### config.mk
export PLATFORM = sky130hd
export DESIGN_NAME = instr_decode
export DESIGN_NICKNAME = d
export VERILOG_FILES = /design/src/rtl/instr_decode.sv
export SDC_FILE = /design/constraint.sdc
export NUM_CORES = 1
export LEC_CHECK = 0
export CAP_MARGIN = 20
export CELL_PAD_IN_SITES_DETAIL_PLACEMENT = 1
export CELL_PAD_IN_SITES_GLOBAL_PLACEMENT = 1
export CORE_MARGIN = 4
export CORE_UTILIZATION = 44
export CTS_BUF_LIST = sky130_fd_sc_hd__clkbuf_16
export DETAILED_ROUTE_END_ITERATION = 8
export DONT_BUFFER_PORTS = 1
export GPL_ROUTABILITY_DRIVEN = 0
export PLACE_DENSITY_LB_ADDON = 0.1
export SKIP_CTS_REPAIR_TIMING = 1
export SLEW_MARGIN = 30
export SYNTH_ARGS = -nofsm -noshare
export SYNTH_HDL_FRONTEND = slang
export SYNTH_SLANG_ARGS = --single-unit
### constraint.sdc
create_clock -name clk -period 2.48 [get_ports clk]
set_input_delay 0.124 -clock clk [delete_from_list [all_inputs] [get_ports clk]]
set_output_delay 0.124 -clock clk [all_outputs]
set_load 0.05 [all_outputs]
### src/rtl/instr_decode.sv
// Decode stage for RV32I OP, OP-IMM and LUI: single-entry output register with
// valid/ready backpressure, flush, and a saturating illegal-instruction counter.
module instr_decode #(
  parameter int unsigned CNT_W = 16
) (
  input  logic             clk,
  input  logic             rst,
  input  logic             flush,
  input  logic             in_valid,
  output logic             in_ready,
  input  logic [31:0]      in_instr,
  input  logic [31:0]      in_pc,
  output logic             out_valid,
  input  logic             out_ready,
  output logic [31:0]      out_pc,
  output logic [2:0]       out_funct3,
  output logic [6:0]       out_funct7,
  output logic             out_alu_en,
  output logic             out_src_sel,
  output logic [31:0]      out_imm,
  output logic [4:0]       out_rs1,
  output logic [4:0]       out_rs2,
  output logic [4:0]       out_rd,
  output logic             out_rd_we,
  output logic             out_illegal,
  output logic [CNT_W-1:0] illegal_cnt
);

  localparam int unsigned XLEN  = 32;
  localparam int unsigned REG_W = 5;

  localparam logic [6:0] OPC_OP     = 7'b0110011;
  localparam logic [6:0] OPC_OP_IMM = 7'b0010011;
  localparam logic [6:0] OPC_LUI    = 7'b0110111;

  localparam logic [6:0] F7_ZERO = 7'b0000000;
  localparam logic [6:0] F7_ALT  = 7'b0100000;

  localparam logic [2:0] F3_ADD = 3'b000;
  localparam logic [2:0] F3_SLL = 3'b001;
  localparam logic [2:0] F3_SR  = 3'b101;

  localparam logic [CNT_W-1:0] CNT_MAX = '1;

  logic [6:0]       opcode;
  logic [2:0]       f3;
  logic [6:0]       f7;

  logic             d_legal;
  logic [2:0]       d_funct3;
  logic [6:0]       d_funct7;
  logic             d_src_sel;
  logic [XLEN-1:0]  d_imm;
  logic [REG_W-1:0] d_rs1;
  logic [REG_W-1:0] d_rs2;
  logic [REG_W-1:0] d_rd;
  logic             d_rd_we;

  logic             accept;

  assign opcode = in_instr[6:0];
  assign f3     = in_instr[14:12];
  assign f7     = in_instr[31:25];

  // Combinational decode of the presented instruction word.
  always_comb begin
    d_legal   = 1'b0;
    d_funct3  = '0;
    d_funct7  = '0;
    d_src_sel = 1'b0;
    d_imm     = '0;
    d_rs1     = in_instr[19:15];
    d_rs2     = in_instr[24:20];
    d_rd      = in_instr[11:7];

    case (opcode)
      OPC_OP: begin
        d_legal = (f7 == F7_ZERO) ||
                  ((f7 == F7_ALT) && ((f3 == F3_ADD) || (f3 == F3_SR)));
        if (d_legal) begin
          d_src_sel = 1'b1;
          d_funct3  = f3;
          d_funct7  = f7;
        end
      end
      OPC_OP_IMM: begin
        case (f3)
          F3_SLL:  d_legal = (f7 == F7_ZERO);
          F3_SR:   d_legal = (f7 == F7_ZERO) || (f7 == F7_ALT);
          default: d_legal = 1'b1;
        endcase
        if (d_legal) begin
          d_rs2    = '0;
          d_funct3 = f3;
          // Shifts carry a 5-bit shamt and keep funct7 as the shift-type modifier.
          if ((f3 == F3_SLL) || (f3 == F3_SR)) begin
            d_imm    = XLEN'(in_instr[24:20]);
            d_funct7 = f7;
          end else begin
            d_imm    = {{(XLEN-12){in_instr[31]}}, in_instr[31:20]};
          end
        end
      end
      OPC_LUI: begin
        d_legal = 1'b1;
        d_rs1   = '0;
        d_rs2   = '0;
        d_imm   = {in_instr[31:12], 12'b0};
      end
      default: d_legal = 1'b0;
    endcase

    d_rd_we = d_legal && (d_rd != '0);
  end

  assign in_ready = !out_valid || out_ready;
  assign accept   = in_valid && in_ready && !flush;

  // Output bundle register and illegal counter; flush outranks accept.
  always_ff @(posedge clk) begin
    if (rst) begin
      out_valid   <= 1'b0;
      out_pc      <= '0;
      out_funct3  <= '0;
      out_funct7  <= '0;
      out_alu_en  <= 1'b0;
      out_src_sel <= 1'b0;
      out_imm     <= '0;
      out_rs1     <= '0;
      out_rs2     <= '0;
      out_rd      <= '0;
      out_rd_we   <= 1'b0;
      out_illegal <= 1'b0;
      illegal_cnt <= '0;
    end else if (flush) begin
      out_valid <= 1'b0;
    end else if (accept) begin
      out_valid   <= 1'b1;
      out_pc      <= in_pc;
      out_funct3  <= d_funct3;
      out_funct7  <= d_funct7;
      out_alu_en  <= d_legal;
      out_src_sel <= d_src_sel;
      out_imm     <= d_imm;
      out_rs1     <= d_rs1;
      out_rs2     <= d_rs2;
      out_rd      <= d_rd;
      out_rd_we   <= d_rd_we;
      out_illegal <= !d_legal;
      if (!d_legal && (illegal_cnt != CNT_MAX)) begin
        illegal_cnt <= illegal_cnt + CNT_W'(1);
      end
    end else if (out_ready) begin
      out_valid <= 1'b0;
    end
  end

endmodule

==> results.md <==
- Final #Nets: 652
- TritonRoute pass-1 iters: 4
- Synth Flop Type: dfxtp_1
- Io pins: 180
- Layout area overhead: 26.1%
- PD cells: roughly 670 nW/µm²
- Highest Clock Rate: around 0.44 GHz
- Largest delay share family, worst path: simple AND/OR/NAND/NOR gates
- Core area: 9420 µm²
- Critical path's slowest cell: nand2_1
- Post-synth top area share: 0.508
- Multiplexer area fraction after synthesis: 0.00260
- Syn avg cell area: a little over 8 µm²
- Fin crit share: 0.908
- Buf+Inv Stages, Crit Path: 2
- Post-synth ARST share: 0
- Largest family of logic cells by synthesized area: simple AND/OR/NAND/NOR gates
- Cells after Synth: around 530
- Total chip power: 3.65 mW
- Setup TNS: 0 ns
- Overflow after GRT: 0
- Layout cells sized above 1: 0.0886
- Synth area leaders: dfxtp_1 51%, nand2_1 11%, a21oi_1 7.9%
- RSZ-0062 raised after global routing: no
- H-tree levels: 3
- Crit start category: flip-flop
- Worst EP required: 2.73 ns
- CTS Buffer Depth: 2
- Synth Area in Compound Gates: 0.185
- Hold Crit Depth: 2
- Synthesized flop and latch total: 110
- Final Hold Viols: 2
- WL per Instance: 21.2 µm
- Insertion delay to the later sink of the worst-skew pair: 0.34 ns
- Initial Utilization: 0.460
- Final Critical Period: 2.25 ns
- Final Max Tran Viols: 0
- Full die area: between 10000 and 15000 µm²
- WHS: -0.0158 ns
- Detail Route Antenna Nets: 0
- CTS tree: done
- Most frequent cells in the layout: 129 x nand2_1, 110 x dfxtp_1, 68 x a21oi_1
- Number of enable flip-flop cells after synthesis: 0
- Post-detail-place hpwl: 9360 µm
- WS Path Type: reg2reg
- Crit Path Max Fanout: 20
- Commonest non-fill, non-tap cell in the layout: nand2_1
- Violated checks: hold timing
- Antenna cell count: 0
- R2R cell count: 7
- Worst R2R Start: out_valid
- CP endpoint kind: flip-flop
- DRT iter0 DRCs: approximately 250
- Hold Startpoint: in_instr[17]
- Sequential area share after synthesis: 0.508
- Pleak: 1.91 nW
- CP max stage delay: 0.45 ns
- Via total after detailed routing: 4178
- Largest net degree at the start of global routing: 104
- Status: complete, but fails checks
- DIE HEIGHT: 107 µm
- Setup violations, final: 0
- Worst Hold Path EP: out_rs1[2]
- Final Skew: 0.0107 ns
- Total CTS buffers: 9
- Worst EP arrival: 2.51 ns
- Leading area contributor after synthesis: dfxtp_1
- Routed Wire Length: 15200 µm
- Hold Crit Class: in2reg
- Die outline width: 107 µm
- Syn_nets: 595
- Critical-path cell list: nor2b_1 -> inv_2 -> nand3b_1 -> nor3_1 -> buf_4 -> nand2_1 -> a31oi_1
- Simple-Gate Fraction of Synth Area: 0.256
- Clock sink count: between 100 and 150
- Max-cap violations: 0
- Vias in the first global route: ~4000
- Count of different cell masters after synthesis: slightly below 50
- Root buffer cell: clkbuf_16
- Reg2Reg Setup Slack: ~0.23 ns
- Adder and majority cell fraction of the synthesized area: 0.00289
- Num rows: 35
- # fillers: 1086
- Via density: 5.84
- Worst-margin pin slew: 0.738 ns
- Yosys warnings: 0
- Synth Area in XOR/XNOR: 0.00202
- # DRC: 0
- Number of port buffers: 0
- Reg2reg end: out_imm[27]
- Max-slew headroom: 0.507
- Antenna violations before repair: 0
- Gr usage total: 0.229
- First-pass GRT wire length: roughly 21000 µm
- Max VDD drop: between 0.3 and 0.4 mV
- Clk pin slew, worst setup/hold paths: 0.07 ns
- Syn Std Cell Area: 4330 µm²
==> area by class of cell <==
cell class / count / area (µm²) / area share
Timing Repair Buffer: 87 / 846 / 0.155
Clock buffer: 9 / 225 / 0.0412
Clock inverter: 7 / 66.3 / 0.0121
Inverter: 3 / 11.3 / 0.00206
Sequential cell: 110 / 2200 / 0.403
Tap cell: 129 / 161 / 0.0295
Multi-Input combinational cell: 371 / 1950 / 0.357
==> kinds of logic after synthesis <==
family          count (synthesis)
xor+xnor                        1
compound gates                132
mux                             1
simple gates                  236
fa+ha+maj                       1
flops                         110
buf+inv                        44
==> metal layers <==
metal / global-route usage / part of all wire / vias up / wire length [µm]
li1: - / - / 1974 / -
met1: 0.277 / 0.40 / 2044 / 6050
met2: 0.375 / 0.50 / 148 / 7610
met3: 0.0897 / 0.092 / 12 / 1390
met4: 0.0685 / 0.0090 / 0 / 137
met5: 0 / 0 / - / 0
==> how the worst max path moves through the flow <==
stage	start	endpoint	slack, ns	cells after the start
after global routing	out_valid	out_imm[14]	0.03	7
after floorplan	out_valid	illegal_cnt[9]	0.16	6
after detailed placement	out_valid	out_imm[20]	0.25	7
after global placement	out_valid	illegal_cnt[11]	0.39	6
final	out_valid	out_imm[27]	0.23	7
after CTS	out_valid	out_imm[14]	0.24	7
==> where the power goes <==
group	switching [mW]	total, mW	internal, mW
sequential	0.164	1.97	1.81
clock	0.690	1.40	0.706
combinational	0.161	0.282	0.121
total	1.02	3.65	2.63
==> registers in the layout, indices dropped and copies added, names as in the netlist <==
register	cells
out_rs1	5
illegal_cnt	16
out_funct3	3
out_illegal	1
out_rd_we	1
out_imm	32
out_rs2	5
out_valid	1
out_funct7	7
out_rd	5
out_src_sel	1
out_alu_en	1
out_pc	32
==> cells in the mapped netlist (all sizes together), types with 2 or more instances <==
cell type  number
nand2         129
dfxtp         110
a21oi          68
nand3          37
clkbuf         35
a31oi          20
nor2           16
or4            10
and3            9
o21ai           9
o31ai           7
a22oi           6
buf             6
a2bb2oi         5
nand4           5
or3             5
nor3            4
inv             3
nor2b           3
o2111ai         3
o41ai           3
and2            2
and4            2
nand2b          2
nand3b          2
nor3b           2
nor4            2
nor4b           2
o211ai          2
o21a            2
==> per-stage QoR <==
stage               utilization  setup WS (ns)  instances  instance area [µm²]
finish                    0.580          0.229        716                 5460
global route              0.580         0.0316        716                 5460
CTS                       0.515          0.237        656                 4840
detailed placement        0.484          0.254        640                 4550
global placement          0.484          0.393        640                 4550
floorplan                     -          0.161        525                 4330
Power figures use the tool's default switching activity.
